**src/rtl/decoder_select_sequencer.sv**
```systemverilog
// ----------------------------------------------------------------------------
// decoder_select_sequencer
//
// Scans a 2-bit decoder select (a = idx[1], b = idx[0]) across the lines
// enabled in mask. Each selected index is held for dwell+1 cycles, then the
// select advances to the next enabled line in ascending order, wrapping from
// line 3 back to line 0.
//
// Ports:
//   clk    in   sole clock, rising edge
//   rst_n  in   asynchronous active-low reset
//   en     in   scan enable (level); low forces IDLE, beats hold and advance
//   hold   in   freezes index and dwell counter while scanning
//   dwell  in   [7:0] cycles per index minus one, sampled at load/reload
//   mask   in   [3:0] per-line enable, sampled at load/advance
//   a      out  select MSB (registered)
//   b      out  select LSB (registered)
//   valid  out  a/b carry a live selection (registered)
//   wrap   out  one-cycle pulse when the new index is <= the old one
// ----------------------------------------------------------------------------
module decoder_select_sequencer (
   input  logic       clk,
   input  logic       rst_n,
   input  logic       en,
   input  logic       hold,
   input  logic [7:0] dwell,
   input  logic [3:0] mask,
   output logic       a,
   output logic       b,
   output logic       valid,
   output logic       wrap
);

   typedef enum logic {IDLE, SCAN} state_t;

   state_t     state_q, state_d;
   logic [1:0] idx_q,   idx_d;
   logic [7:0] cnt_q,   cnt_d;
   logic       valid_q, valid_d;
   logic       wrap_q,  wrap_d;

   // Lowest enabled line; only meaningful when m != 0.
   function automatic logic [1:0] lowest_set(input logic [3:0] m);
      logic [1:0] r;
      if (m[0])      r = 2'd0;
      else if (m[1]) r = 2'd1;
      else if (m[2]) r = 2'd2;
      else           r = 2'd3;
      return r;
   endfunction

   // First enabled line searching cur+1, cur+2, cur+3, cur (mod 4).
   // Returns cur itself when it is the only enabled line.
   function automatic logic [1:0] next_set(input logic [1:0] cur,
                                           input logic [3:0] m);
      logic [1:0] r;
      logic [1:0] cand;
      logic       found;
      r     = cur;
      found = 1'b0;
      for (int unsigned i = 1; i <= 4; i++) begin
         cand = cur + 2'(i);
         if (!found && m[cand]) begin
            r     = cand;
            found = 1'b1;
         end
      end
      return r;
   endfunction

   always_comb begin
      state_d = state_q;
      idx_d   = idx_q;
      cnt_d   = cnt_q;
      valid_d = valid_q;
      wrap_d  = 1'b0;

      if (!en) begin
         state_d = IDLE;
         idx_d   = '0;
         cnt_d   = '0;
         valid_d = 1'b0;
      end else begin
         case (state_q)
            IDLE: begin
               if (mask != '0) begin
                  state_d = SCAN;
                  idx_d   = lowest_set(mask);
                  cnt_d   = dwell;
                  valid_d = 1'b1;
               end
            end
            SCAN: begin
               if (hold) begin
                  // everything frozen; wrap already defaulted low
               end else if (cnt_q != '0) begin
                  cnt_d = cnt_q - 8'd1;
               end else if (mask == '0) begin
                  state_d = IDLE;
                  idx_d   = '0;
                  cnt_d   = '0;
                  valid_d = 1'b0;
               end else begin
                  idx_d  = next_set(idx_q, mask);
                  cnt_d  = dwell;
                  wrap_d = (next_set(idx_q, mask) <= idx_q);
               end
            end
            default: begin
               state_d = IDLE;
               idx_d   = '0;
               cnt_d   = '0;
               valid_d = 1'b0;
            end
         endcase
      end
   end

   always_ff @(posedge clk or negedge rst_n) begin
      if (!rst_n) begin
         state_q <= IDLE;
         idx_q   <= '0;
         cnt_q   <= '0;
         valid_q <= 1'b0;
         wrap_q  <= 1'b0;
      end else begin
         state_q <= state_d;
         idx_q   <= idx_d;
         cnt_q   <= cnt_d;
         valid_q <= valid_d;
         wrap_q  <= wrap_d;
      end
   end

   // idx_q is held at 0 whenever IDLE, so a/b can come straight from it.
   assign a     = idx_q[1];
   assign b     = idx_q[0];
   assign valid = valid_q;
   assign wrap  = wrap_q;

endmodule

```
**config.mk**
```make
export PLATFORM = sky130hd
export DESIGN_NAME = decoder_select_sequencer
export DESIGN_NICKNAME = d
export VERILOG_FILES = /design/src/rtl/decoder_select_sequencer.sv
export SDC_FILE = /design/constraint.sdc
export NUM_CORES = 1
export LEC_CHECK = 0
export ABC_AREA = 1
export BUFFER_PORTS_ARGS = -buffer_cell sky130_fd_sc_hd__buf_2
export CAP_MARGIN = 20
export CORE_AREA = 2 2 57 59
export DETAILED_ROUTE_END_ITERATION = 12
export DIE_AREA = 0 0 59 61
export HOLD_SLACK_MARGIN = 0.03
export SYNTH_ARGS = -nofsm -noshare
export SYNTH_HDL_FRONTEND = slang
export SYNTH_SLANG_ARGS = --single-unit
```
**constraint.sdc**
```tcl
create_clock -name clk -period 2 [get_ports clk]
set_clock_uncertainty 0.1 [all_clocks]
set_input_delay 0.4 -clock clk [delete_from_list [all_inputs] [get_ports clk]]
set_output_delay 0.4 -clock clk [all_outputs]
set_load 0.005 [all_outputs]
```
== Yosys cells after proc, flatten, opt, wreduce, memory -nomap -nowiden ==
Cells that the tools add are included.
Storage, ports and cells
  register bits after elaboration: 13
  input bits: 16
  word-level logic and storage cells: 98
Operators by class
  add/sub/neg operators: 4
  $lt $le $gt $ge: 5
  equal/unequal tests: 4
  mux-type cells: 67
  bitwise logic cells: 1
  reductions and logical operators: 12
Operators by type and width (number)
  $mux 8: 5
  $mux 1: 38
  $mux 2: 16
  $pmux 8 s2: 1
  $lt 2x3->1 const B: 4
  $ne 3x3->1 const B: 3
  $bmux 1 s2: 4
  $reduce_bool 8->1: 1
  $sub 8x1->8 const B: 1
  $add 2x2->2 const B: 2
  $logic_not 4->1: 1
  $pmux 1 s2: 2
  $pmux 2 s2: 1
  $reduce_and 4->1: 1
  $reduce_bool 4->1: 1
  $logic_and 1x1->1: 3
  $logic_not 1->1: 3
  $ne 3x2->1 const B: 1
  $reduce_and 3->1: 1
  $add 2x1->2 const B: 1
  $le 2x2->1: 1
  $reduce_and 2->1: 1
  $not 1->1: 1

== Longest topological paths before layout ==
Gate-level depths: netlist of run 1.
  word-level depth: 39
  mapped depth: 15
  depth with buffers taken out: 14

== Worst setup path before layout of run 1 ==
No wires, ideal clock.
  kind: flip-flop to flip-flop
  from: register idx_q[0]
  to: register wrap_q, in the netlist wrap
  setup time: 0.125 ns
  arrival time: 1.884 ns
  data required time: 1.775 ns
  setup slack: -0.110 ns
  cell stages (with the launch flop): 16
  buffers on the path: 1
  cell sequence: dfrtp_1 buf_6 inv_6 nand2_1 nand2_2 nand2_2 nand2_4 clkinv_2 nand3_1 nand3_1 nand2_1 inv_1 ha_1 inv_1 o21bai_1 a2111oi_0
On the way
  cells in the longest elaborated chain, start to end: 39
RTL lines
  start, declared: line 37  | logic [1:0] idx_q, idx_d;
  start signal, assigned: line 128  | idx_q <= idx_d;
  $add 2x1->2: line 62  | cand = cur + 2'(i);
  $bmux 1 s2: line 63  | if (!found && m[cand]) begin
  $mux 1 (not written as such): line 63
  $mux 1: line 63
  $mux 1: line 98  | end else if (mask == '0) begin
  $mux 1: line 96  | end else if (cnt_q != '0) begin
  $mux 1: line 94  | if (hold) begin
  $mux 1: line 84  | case (state_q)
  [24 not listed]
  $mux 2: line 78  | if (!en) begin
  $le 2x2->1 *: line 106  | wrap_d = (next_set(idx_q, mask) <= idx_q);
  $mux 1 *: line 98
  $mux 1 *: line 96
  $mux 1 *: line 94
  $mux 1 *: line 84
  $mux 1 *: line 78
  via wrap_d: line 40  | logic wrap_q, wrap_d;
  end signal, assigned: line 131  | wrap_q <= wrap_d;
  end, declared: line 40
Mark *: on every way through the listed nets, which the timed path passes. The rest lies on a longest branch. The select of a mux whose other input is x is not followed.
A chain may end at the register's enable or synchronous reset.

== Worst setup path in the final report of run 1 ==
Ends and elaborated chain as after synthesis.

==> flow_metrics.tcl, run 1 <==
set metrics [dict create \
    clock_path_buffers 2 \
    io_pins 20 \
    slew_headroom 0.795 \
    holdWs_ps 240 \
    clockPowerShare 0.068 \
    max_stage_delay_ps 440 \
    hold_viol_final 0 \
    p_comb_frac 0.747 \
    die_height_um 61 \
    startpoint_type "flip-flop" \
    final_common_cell "nand2_1" \
    reg2reg_depth 12 \
    finalCritPeriodShare 1.10 \
    firstDrtPassIters 4 \
    layout.cells.most_common_list "nand2_1, inv_1, buf_4" \
    power_mw 2.35 \
    violations "setup timing" \
    postSynthCellCount 175 \
    cpMaxStageDelayCell "dfrtp_2" \
    overflow 0 \
    tritoncts "built" \
    nNetsFinal 242 \
    synthesis.nets 195 \
    end_kind "flip-flop" \
    port_buffers 19 \
    coreArea_um2 2950 \
    areaGrowthSynthToFinish_pct 43.0 \
    grt_pass1_vias 1302 \
    power-per-cell-area_nw_per_um2 1450 \
    diodes 0 \
    grt_pass1_wl_mm 5.37 \
    finalSetupTns_ps -202 \
    drive_above_1_share 0.385 \
    sw_frac_of_total 0.487 \
    wl_per_cell_um 13.2 \
    grt_max_degree 14 \
    cts_buffers 3 \
    design_area_um2 1620 \
    antenna_found_initial 0 \
    setup_violations 1 \
    cts-root-buf "clkbuf_4" \
    yosysSeqAreaShare 0.287 \
    rsz0062_at_grt "yes" \
    rows 20 \
    ys_warn_count 0 \
    reg2reg_from "idx_q[0]" \
    via_count 1309 \
    r2r_slack_ps -200 \
    worst-path-max-fanout 7 \
    outcome "complete, but fails checks" \
    finalWirelength_mm 3.36 \
    cp_common_cell "nand2_1" \
    crit_start "idx_q[0]" \
    clk_latency_ps 270 \
    drc_errors 0 \
    place_congestion 0.950 \
    leakagePower_nw 0.876 \
    slew_viol_final 0 \
    ys_seq_elements 13 \
    die_area_um2 3600 \
    grt_util_all_layers 0.196 \
    timing.fmax_mhz 454 \
    start_util 0.384 \
    hold_class "in -> reg" \
    route.antenna.remaining_nets 0 \
    cts.sinks 13 \
    required_ps 2070 \
    path_cells "clkinv_4 > nand2_1 > nand2_2 > a21oi_1 > o21ai_2 > nand3_1 > nand2_1 > inv_2 > ha_4 > inv_1 > o21bai_2 > a2111oi_4" \
    die_w_um 59 \
    dpl-instance-area_um2 1360 \
    ctsHtreeMaxLevel 1 \
    drv_cap 0 \
    first_iter_violations 82 \
    clk_pin_slew_ps 80 \
    setup_slack_ps -202 \
    arrival_ps 2270 \
    p_int_mw 1.20 \
    synth_area_per_cell_um2 6.48 \
    crit_type "reg -> reg" \
    tightest_slew_ps 305 \
    hpwl_mm 2.28 \
    syn_area_um2 1130 \
    fin_util 0.549 \
    worst_ir_drop_vdd_v 0.000603 \
    drt-vias-per-instance 5.15 \
    p_sw_mw 1.15 \
    ys_types 27 \
    power.share.sequential 0.185 \
    period_needed_ps 2200 \
    endpoint "wrap" \
    r2r_end "wrap" \
]
==> per-stage QoR <==
step | instances | worst slack (ps)
3_5_place_dp | 239 | -315
6_report | 254 | -202
4_1_cts | 258 | -208
3_3_place_gp | 239 | -170
2_1_floorplan | 175 | -110
5_1_grt | 254 | -290
==> cell type report <==
class | instances | area [um^2]
Clock buffer | 4 | 26.3
Sequential cell | 13 | 328
Timing Repair Buffer | 44 | 297
Fill cell | 287 | 1330
Multi-Input combinational cell | 133 | 818
Tap cell | 33 | 41.3
Inverter | 27 | 111
==> power groups by stage <==
| stage | sequential (mW) | clock (mW) | combinational, mW |
|---|---|---|---|
| final | 0.435 | 0.160 | 1.75 |
| after global routing | 0.448 | 0.175 | 1.95 |
| after CTS | 0.429 | 0.165 | 1.44 |
| after detailed placement | 0.440 | 0 | 1.12 |
| after global placement | 0.436 | 0 | 1.09 |
| after floorplan | 0.405 | 0 | 0.815 |
==> state kept, by name, summed over array words and instances (netlist names) <==
name / count
cnt_q: 8
idx_q: 2
state_q: 1
valid: 1
wrap: 1
==> worst min path at each step <==
stage	cells after the start	start	slack [ps]	to
global placement	1	rst_n	210	cnt_q[2]
detailed placement	1	rst_n	210	state_q
floorplan	0	rst_n	4	cnt_q[0]
global route	2	hold	240	wrap
CTS	2	hold	200	wrap
finish	2	hold	240	wrap
==> cells by family after synthesis <==
group,Yosys count,share of synthesized area
compound gates,38,0.202
flops,13,0.287
fa+ha+maj,4,0.0442
buf+inv,29,0.111
simple gates,91,0.355
==> synth_stat cells (all sizes together) <==
cell     count  share of area
o211ai       1         0.0066
a31oi        1         0.0055
or2          1         0.0055
o21ai       12          0.056
nor3         1         0.0088
inv         26          0.091
nand2       59           0.22
nand3       14          0.062
nand4        1         0.0055
a22oi        4          0.026
buf          2          0.017
clkinv       1         0.0044
ha           4          0.044
o221ai       1         0.0077
o21bai       1         0.0066
a2111oi      1         0.0077
dfrtp       13           0.29
nor2        15          0.050
a21oi       17          0.085
==> routing by layer <==
metal  global-route usage  part of all wire  up-vias
li1                     -                 -      662
met3               0.0213             0.033       17
met2                0.351              0.53       40
met1                0.229              0.39      590
met4                0.107             0.045        0
met5                    0                 0        -
==> timing repair <==
action                                  in CTS  in global routing
buffers inserted                            14                  2
pin swaps                                    7                 14
endpoints found under the setup margin       1                  2
endpoints found under the hold margin       13                  0
hold buffers                                 1                  0
resized for setup                           10                 28
==> worst max-delay path, delay by kind of cell, from the launching register on <==
family	cells	cell delay, ps
buffers and inverters	3	220
flip-flops	1	440
AND/OR/NAND/NOR	4	370
adder cells (fa/ha/maj)	1	190
AO/OA/AOI/OAI	4	790
Note: power is estimated with default switching activity, not from simulation.
==> run 2: changes to the inputs <==
- CTS_BUF_LIST: default -> sky130_fd_sc_hd__clkbuf_4
- SKIP_CTS_REPAIR_TIMING: default -> 1
==> flow_metrics.tcl, run 2 (synthesized netlist as in run 1, its figures left out) <==
set metrics [dict create \
    outcome "complete, but fails checks" \
    violations "setup timing" \
    reg2reg_depth 13 \
    regMostFlops "cnt_q" \
    grt_pass1_wl_mm 4.82 \
    cpMaxStageDelayCell "dfrtp_2" \
    crit_type "reg -> reg" \
    nNetsFinal 238 \
    drv_cap 0 \
    die_height_um 61 \
    hold_path_end "wrap" \
    grt_util_all_layers 0.175 \
    firstDrtPassIters 4 \
    period_needed_ps 2150 \
    start_util 0.384 \
    port_buffers 19 \
    finalWirelength_mm 3.03 \
    r2r_slack_ps -150 \
    wl_per_cell_um 12.1 \
    io_pins 20 \
    die_area_um2 3600 \
    cts_buffers 3 \
    layout.cells.most_common_list "nand2_1, inv_1, buf_2" \
    antenna_found_initial 0 \
    drt-vias-per-instance 5.09 \
    first_iter_violations 59 \
    clk_pin_slew_ps 80 \
    hold_viol_final 0 \
    holdPathStages 2 \
    clock_path_buffers 2 \
    largest_reg_flops 8 \
    clk_latency_ps 280 \
    via_count 1272 \
    slew_viol_final 0 \
    route.antenna.remaining_nets 0 \
    grt_max_degree 14 \
    finalSetupTns_ps -151 \
    rsz0062_at_grt "yes" \
    tightest_slew_ps 301 \
    final_common_cell "nand2_1" \
    crit_buf_inv 4 \
    required_ps 2060 \
    slew_headroom 0.799 \
    timing.fmax_mhz 465 \
    preCtsSetupSlack_ps -315 \
    path_delay_family "compound AO/OA/AOI/OAI gates" \
    coreArea_um2 2950 \
    path_cells "clkinv_4 > nand2_2 > nand2_2 > buf_4 > a21oi_2 > o21ai_2 > nand3_2 > nand2_2 > inv_2 > ha_4 > inv_1 > o21bai_1 > a2111oi_1" \
    r2r_end "wrap" \
    setup_violations 1 \
    reg2reg_from "idx_q[0]" \
    hold_class "in -> reg" \
    overflow 0 \
    power-per-cell-area_nw_per_um2 1360 \
    arrival_ps 2220 \
    tritoncts "built" \
    cp_common_cell "nand2_2" \
    hpwl_mm 2.28 \
    cts.sinks 13 \
    die_w_um 59 \
    cts-root-buf "clkbuf_4" \
    drive_above_1_share 0.378 \
    holdWs_ps 187 \
    hold_start "hold" \
    finalCritPeriodShare 1.08 \
    startpoint_type "flip-flop" \
    ctsHtreeMaxLevel 1 \
    setup_slack_ps -151 \
    end_kind "flip-flop" \
    drc_errors 0 \
    areaGrowthSynthToFinish_pct 36.9 \
    max_stage_delay_ps 440 \
    worst_ir_drop_vdd_v 0.000549 \
    top_regs "cnt_q x8, idx_q x2" \
    place_congestion 0.950 \
    grt_pass1_vias 1180 \
    leakagePower_nw 0.848 \
    diodes 0 \
    worst-path-max-fanout 7 \
    rows 20 \
]
run 2: how the worst max path moves through the flow:
| stage | startpoint | to | slack [ps] | cells past startpoint |
|---|---|---|---|---|
| after floorplan | idx_q[0] | wrap | -110 | 15 |
| after global placement | idx_q[0] | wrap | -170 | 14 |
| after detailed placement | idx_q[0] | wrap | -310 | 13 |
| after CTS | idx_q[0] | wrap | -340 | 13 |
| after global routing | idx_q[0] | wrap | -280 | 13 |
| final | idx_q[0] | wrap | -150 | 13 |
run 2: metal layers:
metal | part of all wire | GRT usage | vias to the layer above
met1 | 0.43 | 0.211 | 576
li1 | - | - | 653
met2 | 0.51 | 0.319 | 36
met3 | 0.040 | 0.0192 | 7
met5 | 0 | 0 | -
met4 | 0.017 | 0.0682 | 0
run 2: metrics by stage:
stage | std cells | power (mW) | cell area, um^2 | util
floorplan | 175 | 1.22 | 1130 | -
global placement | 239 | 1.53 | 1360 | 0.459
detailed placement | 239 | 1.56 | 1360 | 0.459
CTS | 243 | 1.74 | 1390 | 0.469
global route | 250 | 2.33 | 1550 | 0.525
finish | 250 | 2.12 | 1550 | 0.525
run 2: worst reg2reg max path, delay by kind of cell, from the launching register on:
kind	cells	cell delay, ps
AOI/OAI and AO/OA	4	640
adders and majority gates	1	190
buffers and inverters	4	360
DFF	1	440
and+or+nand+nor	4	300
run 2: power breakdown:
group | switching (mW) | leakage, nW | internal, mW
registers | 0.0918 | 0.160 | 0.345
clock network | 0.0867 | 0.0184 | 0.0909
logic | 0.828 | 0.670 | 0.673
total | 1.01 | 0.848 | 1.11
run 2: cell type report:
class | instances | area [um^2]
Inverter | 27 | 111
Timing Repair Buffer | 40 | 263
Multi-Input combinational cell | 133 | 778
Clock buffer | 4 | 30.0
Fill cell | 300 | 1400
Sequential cell | 13 | 328
Tap cell | 33 | 41.3
